$ cat src/rtl/mc_control.sv
// rtl/mc_control.sv - multi-cycle processor control FSM
// Moore-style decode of the current state; pc_en/ir_write/illegal_op also see mem_ready, zero and opcode.
module mc_control #(
  parameter int MEM_WAIT_EN = 1
) (
  input  logic       clk,
  input  logic       rst_n,
  input  logic [5:0] opcode,
  input  logic       zero,
  input  logic       mem_ready,
  output logic       pc_en,
  output logic       iord,
  output logic       mem_read,
  output logic       mem_write,
  output logic       ir_write,
  output logic       reg_dst,
  output logic       mem_to_reg,
  output logic       reg_write,
  output logic       alu_src_a,
  output logic [1:0] alu_src_b,
  output logic [1:0] alu_op,
  output logic [1:0] pc_src,
  output logic [3:0] state,
  output logic       illegal_op
);

  typedef enum logic [3:0] {
    FETCH  = 4'd0,
    DECODE = 4'd1,
    MEMADR = 4'd2,
    MEMRD  = 4'd3,
    MEMWB  = 4'd4,
    MEMWR  = 4'd5,
    REXEC  = 4'd6,
    RWB    = 4'd7,
    BEQEX  = 4'd8,
    ADDIEX = 4'd9,
    JEX    = 4'd10,
    IWB    = 4'd11
  } state_t;

  localparam logic [5:0] OP_LW   = 6'b100011;
  localparam logic [5:0] OP_SW   = 6'b101011;
  localparam logic [5:0] OP_RT   = 6'b000000;
  localparam logic [5:0] OP_BEQ  = 6'b000100;
  localparam logic [5:0] OP_ADDI = 6'b001000;
  localparam logic [5:0] OP_J    = 6'b000010;

  state_t cur, nxt;
  logic   ready;

  assign ready = (MEM_WAIT_EN != 0) ? mem_ready : 1'b1;
  assign state = cur;

  always_ff @(posedge clk or negedge rst_n) begin
    if (!rst_n) cur <= FETCH;
    else        cur <= nxt;
  end

  always_comb begin
    nxt        = cur;
    pc_en      = 1'b0;
    iord       = 1'b0;
    mem_read   = 1'b0;
    mem_write  = 1'b0;
    ir_write   = 1'b0;
    reg_dst    = 1'b0;
    mem_to_reg = 1'b0;
    reg_write  = 1'b0;
    alu_src_a  = 1'b0;
    alu_src_b  = 2'd0;
    alu_op     = 2'd0;
    pc_src     = 2'd0;
    illegal_op = 1'b0;

    case (cur)
      FETCH: begin
        mem_read  = 1'b1;
        alu_src_b = 2'd1;
        pc_en     = ready;
        ir_write  = ready;
        if (ready) nxt = DECODE;
      end
      DECODE: begin
        alu_src_b = 2'd3;
        case (opcode)
          OP_LW, OP_SW: nxt = MEMADR;
          OP_RT:        nxt = REXEC;
          OP_BEQ:       nxt = BEQEX;
          OP_ADDI:      nxt = ADDIEX;
          OP_J:         nxt = JEX;
          default: begin
            nxt        = FETCH;
            illegal_op = 1'b1;
          end
        endcase
      end
      MEMADR: begin
        alu_src_a = 1'b1;
        alu_src_b = 2'd2;
        nxt       = (opcode == OP_SW) ? MEMWR : MEMRD;
      end
      MEMRD: begin
        mem_read = 1'b1;
        iord     = 1'b1;
        if (ready) nxt = MEMWB;
      end
      MEMWB: begin
        reg_write  = 1'b1;
        mem_to_reg = 1'b1;
        nxt        = FETCH;
      end
      MEMWR: begin
        mem_write = 1'b1;
        iord      = 1'b1;
        if (ready) nxt = FETCH;
      end
      REXEC: begin
        alu_src_a = 1'b1;
        alu_op    = 2'd2;
        nxt       = RWB;
      end
      RWB: begin
        reg_write = 1'b1;
        reg_dst   = 1'b1;
        nxt       = FETCH;
      end
      BEQEX: begin
        alu_src_a = 1'b1;
        alu_op    = 2'd1;
        pc_src    = 2'd1;
        pc_en     = zero;
        nxt       = FETCH;
      end
      ADDIEX: begin
        alu_src_a = 1'b1;
        alu_src_b = 2'd2;
        nxt       = IWB;
      end
      IWB: begin
        reg_write = 1'b1;
        nxt       = FETCH;
      end
      JEX: begin
        pc_en  = 1'b1;
        pc_src = 2'd2;
        nxt    = FETCH;
      end
      default: nxt = FETCH;
    endcase

    // Reset must suppress every write strobe even though FETCH would otherwise follow mem_ready.
    if (!rst_n) begin
      pc_en      = 1'b0;
      ir_write   = 1'b0;
      mem_write  = 1'b0;
      reg_write  = 1'b0;
      illegal_op = 1'b0;
    end
  end

endmodule

$ cat config.mk
export PLATFORM = sky130hd
export DESIGN_NAME = mc_control
export DESIGN_NICKNAME = d
export VERILOG_FILES = /design/src/rtl/mc_control.sv
export SDC_FILE = /design/constraint.sdc
export NUM_CORES = 1
export LEC_CHECK = 0
export CORE_MARGIN = 5
export CORE_UTILIZATION = 33
export DETAILED_ROUTE_END_ITERATION = 8
export HOLD_SLACK_MARGIN = 0.03
export PLACE_DENSITY = 0.74
export SYNTH_ARGS = -nofsm -noshare
export SYNTH_HDL_FRONTEND = slang
export SYNTH_SLANG_ARGS = --single-unit
$ cat constraint.sdc
create_clock -name clk -period 1 [get_ports clk]
set_input_delay 0.15 -clock clk [delete_from_list [all_inputs] [get_ports clk]]
set_output_delay 0.15 -clock clk [all_outputs]
set_load 0.1 [all_outputs]
==> flow_summary.json, run 1 <==
{
  "yosys.area.top_type": "dfrtp_1",
  "start_util_pct": 34.6,
  "yosysWarnings": 0,
  "failed_stage": "detailed placement",
  "fp.dieH_um": 49.5,
  "gp_congestion": 0.820,
  "outcome": "aborted with a tool error",
  "synthCells": 77,
  "die_x_um": 49.5,
  "pin_count": 30,
  "ys_seq_elements": 4,
  "ys_seq_area_share_pct": 19.4,
  "synth_top_cell_area_share_pct": 19.4,
  "rows": 14,
  "synthTopCellsByArea": "dfrtp_1 (19%), nor3_1 (8.7%), nor2_1 (8.7%)",
  "synth-edff-count": 0,
  "synth_ff_type": "dfrtp_1",
  "syn_nets": 87,
  "stop_error": "[ERROR DPL-0033] detailed placement checks failed during check placement.",
  "postSynthAreaPerCell_sq_um": 6.69,
  "ys_async_sr_fraction_pct": 100,
  "io_buffer_count": 29,
  "synth_area_sq_um": 515,
  "place.detailed.hpwl_um": 3030,
  "synth_cell_types": 30
}
-- synthesized netlist by cell type (all sizes together), types with 2 or more instances --
master,n
o21a,2
dfrtp,4
and3,3
nand3,2
o21ai,7
nand2b,3
buf,4
nor2,12
a21oi,3
a31oi,2
nor2b,5
nand2,5
nor3,9
-- kinds of logic after synthesis --
kind of cell / share of synthesized area (%)
AO/OA/AOI/OAI: 28.9
XOR/XNOR: 3.40
buffers and inverters: 4.61
flip-flops: 19.4
AND/OR/NAND/NOR: 43.7
-- per-stage QoR --
| stage | instances | setup slack (ps) | TNS, ps |
|---|---|---|---|
| 3_3_place_gp | 152 | -685 | -8940 |
| 2_1_floorplan | 77 | -1300 | -15760 |
==> run 2, diff against run 1 <==
Settings changed: CORE_AREA set to 5 5 66 68, CORE_MARGIN 5 to unset, CORE_UTILIZATION 33 to unset, DIE_AREA set to 0 0 71 73, HOLD_SLACK_MARGIN 0.03 to unset, PLACE_DENSITY 0.74 to unset, PLACE_DENSITY_LB_ADDON set to 0.15.
Clock period 1 ns to 1.3 ns, I/O delays scaled along.
==> run 2 against run 1 <==
  * The flow now finishes, with violations (setup timing)
  * Area after synthesis unchanged
  * Synthesized cell count unchanged
==> flow_summary.json, run 2 <==
{
  "outcome": "finished, violations left",
  "violations": "setup timing",
  "fin_skew_ps": 1.87,
  "fp.dieH_um": 73,
  "wl_per_cell_um": 12.9,
  "synth_ff_type": "dfrtp_1",
  "place.detailed.hpwl_um": 2150,
  "drc": 0,
  "synth.most_common_cell": "nor2_1",
  "p_leak_nw": 0.721,
  "grt_start_max_net_pins": 9,
  "post_drt_via_cell_ratio": 4.35,
  "reg2reg_depth": 5,
  "yosysWarnings": 0,
  "coreArea_sq_um": 3800,
  "power_density_nw_per_um2": 2310,
  "dr.pass1.iters": 4,
  "synthTopCellsByArea": "dfrtp_1 (19%), nor3_1 (8.7%), nor2_1 (8.7%)",
  "cts-root-buf": "clkbuf_8",
  "drive_above_1_share_pct": 73.3,
  "ctsHtreeMaxLevel": 1,
  "place_ws_ps": -518,
  "via_count": 870,
  "drt-initial-drc-count": 21,
  "power.total_mw": 4.19,
  "grt.overflow.total": 0,
  "r2r_slack_ps": -160,
  "yosys.area.top_type": "dfrtp_1",
  "fin_crit_sh_pct": 132,
  "die-area_sq_um": 5180,
  "synth-edff-count": 0,
  "hold_path.class": "in2async",
  "synth_top_cell_area_share_pct": 19.4,
  "final_core_util_pct": 47.7,
  "fmax_ghz": 0.584,
  "insertion_delay_ps": 220,
  "gp_congestion": 0.803,
  "crit_path_end_kind": "output port",
  "cts_max_path_buffers": 2,
  "fin_crit_ps": 1710,
  "required_ps": 1110,
  "die_x_um": 71,
  "finalSetupViolCount": 20,
  "postSynthAreaPerCell_sq_um": 6.69,
  "grt_setup_unrepaired": "yes",
  "grt_pass1_wl_um": 4540,
  "slew_violations": 0,
  "antenna_found_initial": 0,
  "worst_pin_slew_ps": 316,
  "cp.arrival_ps": 1520,
  "postRouteAntennaNets": 0,
  "ys_async_sr_fraction_pct": 100,
  "ys_seq_elements": 4,
  "synthCells": 77,
  "largest_register_ffs": 4,
  "criticalPathCategory": "reg2out",
  "rows": 23,
  "syn_nets": 87,
  "crit_path_max_fanout": 4,
  "synth_cell_types": 30,
  "routed_wl_um": 2580,
  "max_cap_violations": 0,
  "clk_pin_slew_worst_paths_ps": 30,
  "tns_ps": -5900,
  "cts_sinks": 4,
  "cts_tree": "built",
  "area_growth_pct": 251,
  "layout_commonest_cell": "buf_4",
  "layout.nets": 162,
  "grt_pass1_vias": 971,
  "start_util_pct": 13.6,
  "ys_seq_area_share_pct": 19.4,
  "grt.total_usage_pct": 11.0,
  "antennaDiodeCount": 0,
  "max-vdd-ir-drop_mv": 0.680,
  "hold_viol": 0,
  "cts_buffers": 3,
  "fin_ws_ps": -411,
  "synth_area_sq_um": 515,
  "pin_count": 30,
  "synthTopCellsByCount": "nor2_1 (12), nor3_1 (9), o21ai_0 (6)",
  "io_buffer_count": 29,
  "slew_headroom_pct": 78.9,
  "final_cell_mix": "buf_4 (27), buf_12 (22), buf_6 (13)",
  "cp-start-kind": "register"
}
run 2: cell counts after synthesis:
No cell type changed its count.
run 2: cell type report:
| type | count | area, sq um |
|---|---|---|
| fill | 370 | 1990 |
| sequential | 4 | 115 |
| timing repair buffer | 74 | 910 |
| clock buffer | 3 | 41.3 |
| multi-input combinational | 68 | 676 |
| inverter | 1 | 6.26 |
| tap | 50 | 62.6 |
run 2: worst paths after layout:
check,start,to
max,state[0]$_DFFE_PN0P_,alu_src_b[1]
min,rst_n,state[2]$_DFFE_PN0P_
max reg2reg,state[2]$_DFFE_PN0P_,state[0]$_DFFE_PN0P_
min reg2reg,state[1]$_DFFE_PN0P_,state[0]$_DFFE_PN0P_
max in group asynchronous,rst_n,state[1]$_DFFE_PN0P_
min in group clk,opcode[2],state[0]$_DFFE_PN0P_
run 2: per-layer routing:
layer	vias to the layer above	track usage [%]	wire (um)
met2	27	21.1	1440
met5	-	0	0
li1	434	-	-
met1	405	12.0	986
met3	4	2.34	121
met4	0	3.13	31
run 2: power breakdown:
part	leakage (nW)	internal [mW]	switching [mW]
clock	0.0216	0.197	0.0598
sequential	0.0467	0.186	0.0553
combinational	0.653	1.55	2.14
run 2: cell families after synthesis:
family,count (synthesis),synth area share [%]
flops,4,19.4
simple gates,44,43.7
xor+xnor,2,3.40
compound gates,22,28.9
buf+inv,5,4.61
run 2: critical path: stages, from the launching register on:
cell and delay (ps):
dfrtp_4 490, or3b_4 450, a21oi_4 160, buf_12 190
run 2: metrics by stage:
stage	instance area, sq um	cells	hold WS [ps]
2_1_floorplan	737	77	-101
3_3_place_gp	1520	186	567
3_5_place_dp	1520	186	583
4_1_cts	1700	195	357
5_1_grt	1810	200	404
6_report	1810	200	388
run 2: repair_timing:
action,4_1_cts,5_1_grt
hold buffers,0,0
pin swaps,13,13
cloned,0,0
setup endpoints to repair,21,22
setup buffers,6,6
resized for setup,37,21
Power figures use the tool's default switching activity.
==> run 3, diff against run 2 <==
Settings changed: PLACE_DENSITY_LB_ADDON 0.15 to unset, REMOVE_ABC_BUFFERS set to 1.
==> run 3 against run 2 <==
  * Final cell count rose by 1.0%
  * Worst hold slack got worse by 330 ps
  * Setup slack gained 19 ps
  * Clock power is essentially flat
  * First-iteration DRC count grew 48%
  * The run still ends with setup timing left
  * Register-to-register slack barely moved
  * Critical path depth increased by 2
  * Via count increased by 0.69%
  * Highest routed layer unchanged
  * Final area is 5.5% lower
  * Fmax rose by 1.1%
==> flow_summary.json, run 3 (synthesis gave the netlist of run 2 again) <==
{
  "rows": 23,
  "drt-initial-drc-count": 31,
  "p_leak_nw": 0.741,
  "required_ps": 1110,
  "io_buffer_count": 29,
  "cts-root-buf": "clkbuf_8",
  "clkPwrFrac_pct": 6.2,
  "cts_sinks": 4,
  "worst_pin_slew_ps": 382,
  "die-area_sq_um": 5180,
  "p_sw_share_pct": 53.7,
  "max-vdd-ir-drop_mv": 1.35,
  "grt_pass1_wl_um": 4210,
  "fin_crit_ps": 1690,
  "hold_viol": 0,
  "start_util_pct": 13.6,
  "fin_ws_ps": -392,
  "layout.nets": 164,
  "comb_power_share_pct": 88.0,
  "outcome": "finished, violations left",
  "cts_max_path_buffers": 2,
  "postRouteAntennaNets": 0,
  "clk_pin_slew_worst_paths_ps": 30,
  "largest_register_ffs": 4,
  "placedCellCount": 184,
  "cp-start-kind": "register",
  "slew_headroom_pct": 74.5,
  "via_count": 876,
  "crit_path_end_kind": "output port",
  "area_growth_pct": 232,
  "coreArea_sq_um": 3800,
  "crit_path_max_fanout": 5,
  "grt.overflow.total": 0,
  "die_x_um": 71,
  "wl_per_cell_um": 13.1,
  "tns_ps": -4940,
  "layout_commonest_cell": "buf_4",
  "r2r_slack_ps": -170,
  "antenna_found_initial": 0,
  "slew_violations": 0,
  "cts_tree": "built",
  "p_seq_share_pct": 5.8,
  "cp.arrival_ps": 1500,
  "power.internal_mw": 1.93,
  "cts_hold_buf": 0,
  "power_switching_mw": 2.23,
  "finalSetupViolCount": 20,
  "max_cap_violations": 0,
  "dr.pass1.iters": 4,
  "grt_start_max_net_pins": 12,
  "fin_crit_sh_pct": 130,
  "final_cell_mix": "buf_4 (31), buf_12 (20), buf_6 (15)",
  "gp_congestion": 0.830,
  "grt.total_usage_pct": 10.1,
  "drc": 0,
  "grt_setup_unrepaired": "yes",
  "hold_path.class": "in2async",
  "insertion_delay_ps": 210,
  "power_density_nw_per_um2": 2430,
  "routed_wl_um": 2650,
  "fp.dieH_um": 73,
  "cts_buffers": 3,
  "pin_count": 30,
  "antennaDiodeCount": 0,
  "grt_pass1_vias": 887,
  "final_core_util_pct": 45.0,
  "layoutNonFillerInstCount": 202,
  "place.detailed.hpwl_um": 1750,
  "fin_skew_ps": 1.79,
  "post_drt_via_cell_ratio": 4.34,
  "drive_above_1_share_pct": 68.4,
  "violations": "setup timing",
  "fmax_ghz": 0.591,
  "criticalPathCategory": "reg2out",
  "ctsHtreeMaxLevel": 1
}
==> run 3: cell types whose count changed in the layout (fill, tap and decap cells not counted), moves of 3 or more <==
cell,change
dfrtp_2,+4
o21ai_1,-3
nand2_4,+3
nor3_1,+3
nor3_4,-5
o21ai_0,+4
dfrtp_4,-4
buf_4,+4
==> run 3: area by class of cell <==
type / instances / area (sq um)
clock buffer: 3 / 41.3
multi-input combinational: 68 / 588
fill: 364 / 2090
tap: 50 / 62.6
sequential: 4 / 105
inverter: 1 / 8.76
timing repair buffer: 76 / 905
==> run 3: repair_timing <==
item / CTS / global route
buffers inserted: 8 / 10
setup endpoints to repair: 19 / 22
cloned: 0 / 0
pin swaps: 11 / 9
resized for setup: 59 / 22
==> run 3: power by group through the flow <==
stage | registers [mW] | clock network (mW) | logic (mW)
after floorplan | 0.535 | 0 | 1.22
after global placement | 0.201 | 0 | 2.93
after detailed placement | 0.205 | 0 | 2.94
after CTS | 0.228 | 0.256 | 3.41
after global routing | 0.242 | 0.276 | 3.80
final | 0.240 | 0.259 | 3.66
==> run 3: worst max-delay path, cell delays in order, from the launching register on <==
cell and delay [ps]:
dfrtp_2 450, nor2_4 150, nand3_2 130, a2111oi_4 210, buf_4 170, buf_12 160
==> run 3: metal layers <==
layer	vias up	global-route usage (%)	routed length, um
met5	-	0	0
met4	0	4.38	43
met3	6	1.79	105
met2	27	17.7	1430
met1	404	12.1	1080
li1	439	-	-
==> run 3: worst paths after layout <==
| path | from | to | depth (start not counted) |
|---|---|---|---|
| setup / recovery | state[2]$_DFFE_PN0P_ | illegal_op | 5 |
| hold / removal | rst_n | state[1]$_DFFE_PN0P_ | 2 |
| setup reg to reg | state[3]$_DFFE_PN0P_ | state[1]$_DFFE_PN0P_ | 5 |
| hold reg to reg | state[3]$_DFFE_PN0P_ | state[0]$_DFFE_PN0P_ | 3 |
| max in group asynchronous | rst_n | state[3]$_DFFE_PN0P_ | 2 |
| min in group clk | opcode[4] | state[0]$_DFFE_PN0P_ | 4 |
==> run 3: metrics by stage <==
| step | area [sq um] | hold WS, ps | setup WS (ps) | power, mW |
|---|---|---|---|---|
| 3_3_place_gp | 1290 | 525 | -667 | 3.13 |
| 2_1_floorplan | 495 | -101 | -3690 | 1.76 |
| 3_5_place_dp | 1290 | 539 | -726 | 3.14 |
| 6_report | 1710 | 60.4 | -392 | 4.16 |
| 4_1_cts | 1580 | 69.8 | -372 | 3.89 |
| 5_1_grt | 1710 | 62.6 | -420 | 4.32 |
